## src/rtl/adc_xy_fb_writer.sv

```systemverilog
// Clips ADC X/Y samples to the visible raster, converts them to linear framebuffer
// addresses, suppresses repeats and queues pixel writes behind a valid/ready FIFO.
module adc_xy_fb_writer #(
    parameter int                    ADC_DATA_BITS = 10,
    parameter int                    H_VISIBLE     = 640,
    parameter int                    V_VISIBLE     = 480,
    parameter int                    ADDR_BITS     = 20,
    parameter int                    PIXEL_BITS    = 12,
    parameter int                    META_BITS     = 4,
    parameter logic [PIXEL_BITS-1:0] PIXEL_COLOR   = 12'hFFF,
    parameter logic [META_BITS-1:0]  PIXEL_META    = 4'h0,
    parameter int                    FIFO_DEPTH    = 4
) (
    input  logic                            clk,
    input  logic                            reset,
    input  logic                            adc_valid,
    input  logic [ADC_DATA_BITS-1:0]        adc_x,
    input  logic [ADC_DATA_BITS-1:0]        adc_y,
    output logic                            fb_wr_valid,
    input  logic                            fb_wr_ready,
    output logic [ADDR_BITS-1:0]            fb_wr_addr,
    output logic [META_BITS+PIXEL_BITS-1:0] fb_wr_data,
    input  logic                            clear_stats,
    output logic [15:0]                     drop_clip,
    output logic [15:0]                     drop_dup,
    output logic [15:0]                     drop_ovf
);

    localparam int PTR_BITS  = $clog2(FIFO_DEPTH);
    localparam int PROD_BITS = ADC_DATA_BITS + 33;

    if (longint'(H_VISIBLE) * longint'(V_VISIBLE) > (longint'(1) << ADDR_BITS)) begin : g_bad_raster
        $error("adc_xy_fb_writer: H_VISIBLE*V_VISIBLE does not fit in ADDR_BITS");
    end
    if (FIFO_DEPTH < 2 || (1 << PTR_BITS) != FIFO_DEPTH) begin : g_bad_depth
        $error("adc_xy_fb_writer: FIFO_DEPTH must be a power of two >= 2");
    end

    logic                     in_range;
    logic                     clip_hit;
    logic                     s1_vld, s2_vld;
    logic [ADC_DATA_BITS-1:0] s1_x, s1_y;
    logic [ADDR_BITS-1:0]     s2_addr;
    logic                     last_vld;
    logic [ADDR_BITS-1:0]     last_addr;
    logic                     do_push, do_pop, do_dup, do_ovf;

    logic [ADDR_BITS-1:0]     fifo_mem [FIFO_DEPTH];
    logic [PTR_BITS-1:0]      wr_ptr, rd_ptr;
    logic [PTR_BITS:0]        count;
    logic                     fifo_full, fifo_empty;

    assign in_range = (32'(adc_x) < H_VISIBLE) && (32'(adc_y) < V_VISIBLE);
    assign clip_hit = adc_valid && !in_range;

    // S1 / S2 valid flags carry the reset; the data beside them only matters when valid.
    always_ff @(posedge clk) begin
        if (reset) begin
            s1_vld <= 1'b0;
            s2_vld <= 1'b0;
        end else begin
            s1_vld <= adc_valid && in_range;
            s2_vld <= s1_vld;
        end
    end

    always_ff @(posedge clk) begin
        if (adc_valid) begin
            s1_x <= adc_x;
            s1_y <= adc_y;
        end
        if (s1_vld) begin
            s2_addr <= ADDR_BITS'(PROD_BITS'(s1_y) * PROD_BITS'(H_VISIBLE) + PROD_BITS'(s1_x));
        end
    end

    assign fifo_full  = (count == (PTR_BITS+1)'(FIFO_DEPTH));
    assign fifo_empty = (count == '0);
    assign do_pop     = !fifo_empty && fb_wr_ready;

    // NOTE: every output of a combinational block gets a default first, so no path infers a latch.
    always_comb begin
        do_dup  = 1'b0;
        do_ovf  = 1'b0;
        do_push = 1'b0;
        if (s2_vld) begin
            if (last_vld && s2_addr == last_addr) begin
                do_dup = 1'b1;
            end else if (fifo_full && !do_pop) begin
                do_ovf = 1'b1;
            end else begin
                do_push = 1'b1;
            end
        end
    end

    always_ff @(posedge clk) begin
        if (reset) begin
            last_vld <= 1'b0;
        end else if (do_push) begin
            last_vld <= 1'b1;
        end
        if (do_push) begin
            last_addr <= s2_addr;
        end
    end

    // NOTE: the storage array has no reset; occupancy and pointers alone define what is valid.
    always_ff @(posedge clk) begin
        if (do_push) begin
            fifo_mem[wr_ptr] <= s2_addr;
        end
    end

    always_ff @(posedge clk) begin
        if (reset) begin
            wr_ptr <= '0;
            rd_ptr <= '0;
            count  <= '0;
        end else begin
            if (do_push) wr_ptr <= wr_ptr + PTR_BITS'(1);
            if (do_pop)  rd_ptr <= rd_ptr + PTR_BITS'(1);
            case ({do_push, do_pop})
                2'b10:   count <= count + (PTR_BITS+1)'(1);
                2'b01:   count <= count - (PTR_BITS+1)'(1);
                default: count <= count;
            endcase
        end
    end

    assign fb_wr_valid = !fifo_empty;
    assign fb_wr_addr  = fb_wr_valid ? fifo_mem[rd_ptr] : '0;
    assign fb_wr_data  = fb_wr_valid ? {PIXEL_META, PIXEL_COLOR} : '0;

    function automatic logic [15:0] sat_inc(input logic [15:0] cnt, input logic inc);
        return (inc && cnt != 16'hFFFF) ? cnt + 16'd1 : cnt;
    endfunction

    // Clear beats a same-cycle increment.
    always_ff @(posedge clk) begin
        if (reset || clear_stats) begin
            drop_clip <= '0;
            drop_dup  <= '0;
            drop_ovf  <= '0;
        end else begin
            drop_clip <= sat_inc(drop_clip, clip_hit);
            drop_dup  <= sat_inc(drop_dup, do_dup);
            drop_ovf  <= sat_inc(drop_ovf, do_ovf);
        end
    end

endmodule
```

## config.mk

```make
export PLATFORM = sky130hd
export DESIGN_NAME = adc_xy_fb_writer
export DESIGN_NICKNAME = d
export VERILOG_FILES = /design/src/rtl/adc_xy_fb_writer.sv
export SDC_FILE = /design/constraint.sdc
export NUM_CORES = 1
export LEC_CHECK = 0
export ABC_AREA = 1
export CAP_MARGIN = 20
export CELL_PAD_IN_SITES_DETAIL_PLACEMENT = 1
export CELL_PAD_IN_SITES_GLOBAL_PLACEMENT = 2
export CORE_MARGIN = 5
export CORE_UTILIZATION = 32
export DETAILED_ROUTE_END_ITERATION = 8
export PLACE_DENSITY = 0.89
export SETUP_SLACK_MARGIN = 0.2
export SLEW_MARGIN = 0
export SYNTH_ARGS = -nofsm -noshare
export SYNTH_HDL_FRONTEND = slang
export SYNTH_SLANG_ARGS = --single-unit
```

## constraint.sdc

```tcl
create_clock -name clk -period 2.57 [get_ports clk]
set_input_delay 0.514 -clock clk [delete_from_list [all_inputs] [get_ports clk]]
set_output_delay 0.514 -clock clk [all_outputs]
set_load 0.01 [all_outputs]
```

* After elaboration in Yosys (flattened, before gate mapping)
Memories as Yosys holds them, arrays and structs flattened. A register that Yosys moved wholly into a read port is not among the register bits. Index checks and enable logic that the tools add are counted.
Cells by class: add/sub/neg operators 8, multipliers 1, $lt $le $gt $ge 2, eq/ne operators 7, muxes and demuxes 15, reductions and logical operators 15
Operators by type and width (number):
- 16-bit by 1-bit adder with 16-bit output (second input constant) | 3
- 16-bit inequality test (second input constant) | 3
- 20-bit by 10-bit adder with 20-bit output | 1
- 20-bit == test | 1
- 20-bit two-way mux | 1
- 10-bit by 3-bit multiplier with 13-bit output (second input constant) | 1
- 12-bit two-way mux | 1
- 10-bit less-than comparator (second input constant) | 1
- 10-bit by 9-bit less-than comparator with 1-bit output (second input constant) | 1
- 1-bit two-way mux | 10
- 1-bit logical AND | 9
- 3-bit case mux with 2 select lines | 1
- 2-bit by 1-bit adder with 2-bit output (second input constant) | 2
- 2-bit two-way mux | 2
- 3-bit by 1-bit adder with 3-bit output (second input constant) | 1
- 3-bit == test (second input constant) | 1
- 1-bit logical NOT | 3
- 3-bit logical NOT | 1
- 3-bit by 1-bit subtractor with 3-bit output (second input constant) | 1
- 2-bit by 1-bit == test with 1-bit output (second input constant) | 1
- 2-bit == test (second input constant) | 1
- 2-bit nonzero test | 1
- 1-bit logical OR | 1
Word-level totals: register bits 118, memory bits (writable) 80, output and inout port bits 85, logic and storage cells 62, memories kept 1
Memory list:
- fifo_mem | depth 4, bits a word 20, rd ports 1, clocked after Yosys merged registers in 1, wr ports 1, RTL line 48 | logic [ADDR_BITS-1:0] fifo_mem [FIFO_DEPTH];

* Logic depth before layout (Yosys ltp)
depth after elaboration 10, depth in mapped cells 15

* Worst setup path before layout
OpenSTA, ideal clock, no wires.
kind register to register, start reg s2_addr[2], end mem fifo_mem[0][0], enable pin, arrival 2041 ps, data required time 2173 ps, setup slack 132 ps, cell stages (with the launch flop) 7, path buffers 0, cell sequence edfxtp_1 or2_2 nand3_1 nor2_2 nand3_4 nand3_2 nor2_1
Between the ends: word-level cells in the longest chain between the ends 6
Ends and longest elaborated chain:
- start: declaration | RTL line 43 | logic [ADDR_BITS-1:0] s2_addr;
- start signal: assignment | RTL line 73 | s2_addr <= ADDR_BITS'(PROD_BITS'(s1_y) * PROD_BITS'(H_VISIBLE) + PROD_BITS'(s1_x));
- 20-bit == test | RTL line 87 | if (last_vld && s2_addr == last_addr) begin
- 1-bit logical AND | RTL line 87
- 1-bit two-way mux | RTL line 87
- 1-bit two-way mux | RTL line 86 | if (s2_vld) begin
- 1-bit two-way mux | RTL line 110 | if (do_push) begin
- 1-bit two-way mux (not written as such) | RTL line 111 | fifo_mem[wr_ptr] <= s2_addr;
- end: declaration | RTL line 48
Every way passes these cells.

* Worst setup path after layout
start reg s1_y[3], end reg s2_addr[17] (data pin)
Between the ends: word-level cells in the longest chain between the ends 2
Ends and longest elaborated chain:
- start: declaration | RTL line 42 | logic [ADC_DATA_BITS-1:0] s1_x, s1_y;
- start signal: assignment | RTL line 70 | s1_y <= adc_y;
- 10-bit by 3-bit multiplier with 13-bit output | RTL line 73
- 20-bit by 10-bit adder with 20-bit output | RTL line 73
Every way passes these cells. A chain may end at the register's enable or synchronous reset.

==> impl_results.md <==
* Synth warnings at 0
* Status: finished clean
* Largest net degree at the start of global routing at 27
* CTS Root Buffer Type: clkbuf_16
* Die width at 183 um
* Peak Freq at 418 MHz
* DRC marker count from the first detailed-route iteration at 296
* Seq/Total Area, Yosys at 0.566
* Max VDD drop at 0.000310 V
* Crit Path Class: register to register
* CP Max Fanout at 3
* Clock-pin slew on the worst setup and hold paths at 0.09 ns
* Final Total Pwr at 7.32 mW
* Layout cells sized above 1 at 0.157
* Hold crit path type: register to register
* WP data required at 2.78 ns
* Unrepaired setup endpoints after global routing: true
* Clk sinks at 200
* Element type at the critical path end: register
* Core Region at 29600 um2
* Longest Clk Path Bufs at 2
* Worst skew pair latency at 0.45 ns
* Worst Max-Slew Pin Slew at 0.877 ns
* Arrival @ worst endpoint at 2.61 ns
* Grt ovf at 0
* Final Hold Fails at 0
* CTS hold repair buffers at 0
* CTS tree: done
* Setup violators final at 0
* Post-Synth Adder-Cell Area at 0.0416
* Routed WL per cell at 15.6 um
* Antenna-violating nets left at 0
* Nets at 1231
* Cells after synthesis at 1025
* DR vias/cell at 4.64
* Dpl hpwl at 16700 um
* Number of max-cap violations at 0
* Syn Area/Cell at 9.32 um2
* Global-route usage over all layers at 0.146
* I/O pin total at 110
* Diodes inserted at 0
* Initial antenna violation count at 2
* Number of synthesized register bits at 200
* Asr flop ratio synth at 0
* Die height at 183 um
* Initial DRT Pass Iterations at 4
* Synth Area in Compound Gates at 0.0775
* Die area at 33400 um2
* Simple-Gate Fraction of Synth Area at 0.209
* Fin. max-slew vios at 0
* WL final at 24600 um
* Mux cell area share after synthesis at 0
* First-pass GRT wire length at 39400 um
* Vias at 7325
* Drt drc at 0
* Initial Util at 0.323
* Post-route clock period utilization at 0.931
* Port Buffer Count at 105
* Row cnt at 63
* Lkg Pwr at 4.79 nW
* Yosys cell types at 42
* Relative slew slack at 0.414
* TritonCTS Buffers at 17
* Final Skew at 0.0163 ns
* Syn-to-layout area delta at 28.5%
* Design Area, Final at 12300 um2
* H-Tree Depth at 4
* Ys flop type: edfxtp_1
* XOR/XNOR Fraction of Synth Area at 0.0284
* Min Tclk post-route at 2.39 ns
* Placed cell areas at 11100 um2
* Vias in the first global route at 7594
* Cell Pwr Density at 596 nW/um2
* Synth Cell Area at 9550 um2
* Largest family of logic cells by synthesized area: simple AND/OR/NAND/NOR gates
* Crit start category: register
* GP Congestion at 0.820
* EDFF count, synth at 140
## area by class of cell
type | count | area, um2
well taps | 390 | 488
flip-flops and latches | 200 | 5410
clock inverters | 15 | 216
clock buffers | 17 | 425
fillers | 3386 | 17300
multi-input cells | 655 | 3620
repair inverters | 2 | 15.0
inverters | 129 | 490
repair buffers | 171 | 1610
## power breakdown
group | internal (mW) | switching (mW)
Clock | 1.38 | 1.49
Sequential | 3.53 | 0.0470
Combinational | 0.389 | 0.487
Total | 5.29 | 2.02
## Yosys cell counts (all sizes together) (16+ instances only)
master  instances  area share
clkbuf         22      0.0086
edfxtp        140        0.44
xor2           16       0.015
nand3          52       0.030
a21oi          62       0.036
inv           129       0.051
nor2          180       0.073
buf            22       0.018
o21ai          58       0.030
nand2         179       0.074
dfxtp          60        0.13
nand4          23       0.017
ha             27       0.035
## metal layers
metal / vias up / wire, um / GRT usage
li1: 3647 / - / -
met4: 4 / 267 / 0.0325
met5: - / 27 / 0
met1: 3513 / 10700 / 0.184
met2: 139 / 12400 / 0.260
met3: 22 / 1170 / 0.0307
## kinds of logic after synthesis
logic type,count (synthesis)
other,1
and+or+nand+nor,456
adders and majority gates,30
buffers and inverters,173
DFF,200
xor gates and xnor gates,31
AOI/OAI and AO/OA,134
## path summary, 6_finish.rpt
| check | slack, ns | to | depth (start not counted) | start |
|---|---|---|---|---|
| setup / recovery | 0.18 | s2_addr[17]$_DFFE_PP_ | 13 | s1_y[3]$_DFFE_PP_ |
| hold / removal | 0.42 | s2_addr[0]$_DFFE_PP_ | 0 | s1_x[0]$_DFFE_PP_ |
| setup reg to reg | 0.18 | s2_addr[17]$_DFFE_PP_ | 13 | s1_y[3]$_DFFE_PP_ |
| hold reg to reg | 0.42 | s2_addr[0]$_DFFE_PP_ | 0 | s1_x[0]$_DFFE_PP_ |
## critical path: stages, from the launching register on
cell and delay [ns]:
edfxtp_1 0.40, ha_1 0.31, ha_2 0.20, fa_2 0.40, nand3_2 0.12, nand2_4 0.07, nand2_2 0.07, nand2_2 0.05
xor2_2 0.15, buf_4 0.15, nand3_1 0.09, nand2_1 0.06, nand2_1 0.06, inv_1 0.03
## timing repair
item,in CTS,in global routing
pin swaps,15,27
endpoints found under the setup margin,27,25
buffers inserted,32,10
gates resized for setup,49,54
gates cloned,2,0
## metrics by stage
stage	utilization	instances	setup TNS, ns	worst slack (ns)	hold slack (ns)
floorplan	-	1028	0	0.132	0.400
global placement	0.377	1503	0	0.0986	0.404
detailed placement	0.377	1503	-0.0160	-0.0160	0.409
CTS	0.410	1569	0	0.0191	0.426
global route	0.415	1579	0	0.0218	0.436
finish	0.415	1579	0	0.176	0.423
## sequential cells by signal, summed over array words and instances (netlist names), 2 cells and up, named ones only
name       count
drop_ovf      16
rd_ptr         2
fifo_mem      80
s1_x          10
drop_dup      16
wr_ptr         2
s1_y          10
drop_clip     16
last_addr     20
s2_addr       20
count          3
## cell usage in the layout, fill, tap and decap left out, types with 3 or more instances in the layout
cell and count:
a21oi_1 47, a21oi_2 15, buf_12 7, buf_2 4, buf_4 56, clkbuf_16 17
clkbuf_2 7, clkdlybuf4s50_1 85, clkinv_8 4, clkinvlp_4 4, conb_1 4, dfxtp_1 58
dlymetal6s2s_1 6, edfxtp_1 140, ha_1 22, ha_4 3, inv_1 126, inv_12 6
inv_6 3, nand2_1 161, nand2_2 16, nand3_1 45, nand3_2 5, nand4_1 22
nor2_1 169, nor2_2 8, nor3_1 11, o21ai_0 54, o21ai_1 3, o21bai_1 11
xnor2_1 13, xor2_1 13, xor2_2 3
(Power assumes the default switching activity.)
==> patch, RTL diff (same settings) <==
Set the parameter `ADDR_BITS` to 40 (it was 20).
--- a/src/rtl/adc_xy_fb_writer.sv
+++ b/src/rtl/adc_xy_fb_writer.sv
@@ -4,7 +4,7 @@
     parameter int                    ADC_DATA_BITS = 10,
     parameter int                    H_VISIBLE     = 640,
     parameter int                    V_VISIBLE     = 480,
-    parameter int                    ADDR_BITS     = 20,
+    parameter int                    ADDR_BITS     = 40,
     parameter int                    PIXEL_BITS    = 12,
     parameter int                    META_BITS     = 4,
     parameter logic [PIXEL_BITS-1:0] PIXEL_COLOR   = 12'hFFF,
Interface: changed (resized fb_wr_addr); port bits go from 110 to 130. No check against the original RTL was run, so the function may have changed too.
==> patch against the unedited design <==
- setup slack lost 0.056 ns
- via count rose by 8.8%
- wire length up 12%
- first-iteration DRC count is 2.4% lower
- combinational power is 13% higher
- power is 9.9% higher
- area after synthesis grew 4.3%
- cell area grew 7.5%
- sequential cell count is 6 higher
- non-clock buffer count is 30 higher
- sequential power increased by 3%
- die area is 4.1% higher
- critical path type unchanged
==> patch: results (changes against the unedited design) <==
* Status: finished clean
* Met3 Wirelength at 947 um (-19%)
* DP Area at 11600 um^2 (+4.2%)
* Placed insts at 1610 (+7.1%)
* Port bufs at 106 (+0.95%)
* Initial antenna violation count at 0 (-2)
* Clk_lat worst skew at 0.51 ns (+0.06 ns)
* Pre-CTS setup slack at -0.05271 ns (-0.03667 ns)
* Sw Share at 23.71% (-4.0 points)
* Starting DRT DRC Count at 289 (-2.4%)
* Reg-to-reg setup timing slack at 0.12 ns (-0.06 ns)
* WL met1 at 12300 um (+15%)
* Met2 Usage GRT at 26.46% (+0.48 points)
* Global Route met1 Usage at 19.28% (+0.87 points)
* Non-Filler Instances at 1711 (+8.4%)
* CTS Buffer Depth at 3 (+1)
* Top cells by count, synth: nand2_1 (227), nor2_1 (207), edfxtp_1 (146)
* Worst setup endpoint: s2_addr[18]
* Synth cell types at 37 (-12%)
* Post-CTS Setup Inserts at 45 (+41%)
* Maximum number of pins on one net before global-route repair at 43 (+59%)
* Syn Inst Count at 1106 (+7.9%)
* Crit-path max FO at 4 (+1)
* CTS H-tree lvls at 1 (-3)
* Sequential area share after synthesis at 56.05% (-0.53 points)
* Number of global-route vias before repair at 8337 (+9.8%)
* Met3 usage at 2.541% (-0.53 points)
* Slew margin rel. at 63.61% (+22 points)
* Final GP Congestion at 0.8129 (-0.83%)
* Post-synth EDFFs at 146 (+4.3%)
* Hold Crit Start: s1_x[5]
* Commonest non-fill, non-tap cell in the layout: nand2_1
* Min-Delay Endpoint: s2_addr[5]
* Share of cells above drive strength 1 at 18.33% (+2.6 points)
* Clock transition at path regs at 0.06 ns (-0.03 ns)
-- patch: cell count changes after synthesis, moves of 4 or more --
cell | unedited run | this run
nand2_1 | 167 | 227
nor2_1 | 175 | 207
nand3_1 | 49 | 29
buf_4 | 17 | 35
a21oi_1 | 52 | 67
a21oi_2 | 10 | 0
nand2_2 | 11 | 2
o21bai_1 | 11 | 2
edfxtp_1 | 140 | 146
xnor2_1 | 15 | 9
xor2_1 | 16 | 20
-- patch: critical path, cell delays in order, from the launching register on --
cell and delay [ns]:
edfxtp_1 0.47, ha_4 0.29, ha_4 0.30, nand3_1 0.15, nand2_2 0.15, nand2_1 0.09, nand2_2 0.10, nand3_1 0.08
nor2_2 0.15, nand3_2 0.13, nor2_2 0.12, nand2_1 0.06, nand2_1 0.06, nand2_1 0.05
-- patch: cell families after synthesis --
group / after synthesis / synth area share [%]
simple gates: 520 / 22.00
flops: 206 / 56.05
buf+inv: 189 / 8.700
compound gates: 131 / 6.679
fa+ha+maj: 30 / 3.992
xor+xnor: 29 / 2.549
other cells: 1 / 0.03763
-- patch: layout make-up --
class | instances | area (um^2) | area share, %
flip-flops and latches | 206 | 5597 | 42.40
multi-input cells | 734 | 3949 | 29.91
repair buffers | 201 | 1867 | 14.14
clock buffers | 27 | 633.1 | 4.796
well taps | 396 | 495.5 | 3.754
inverters | 128 | 490.5 | 3.716
clock inverters | 16 | 146.4 | 1.109
repair inverters | 3 | 22.52 | 0.1706
-- patch: power by group through the flow --
stage / clock network (mW) / registers [mW] / logic, mW
after CTS: 3.45 / 3.69 / 0.903
after floorplan: 0 / 3.75 / 0.490
after global placement: 0 / 3.76 / 0.737
after detailed placement: 0 / 3.76 / 0.761
final: 3.36 / 3.69 / 0.991
after global routing: 3.60 / 3.69 / 1.10
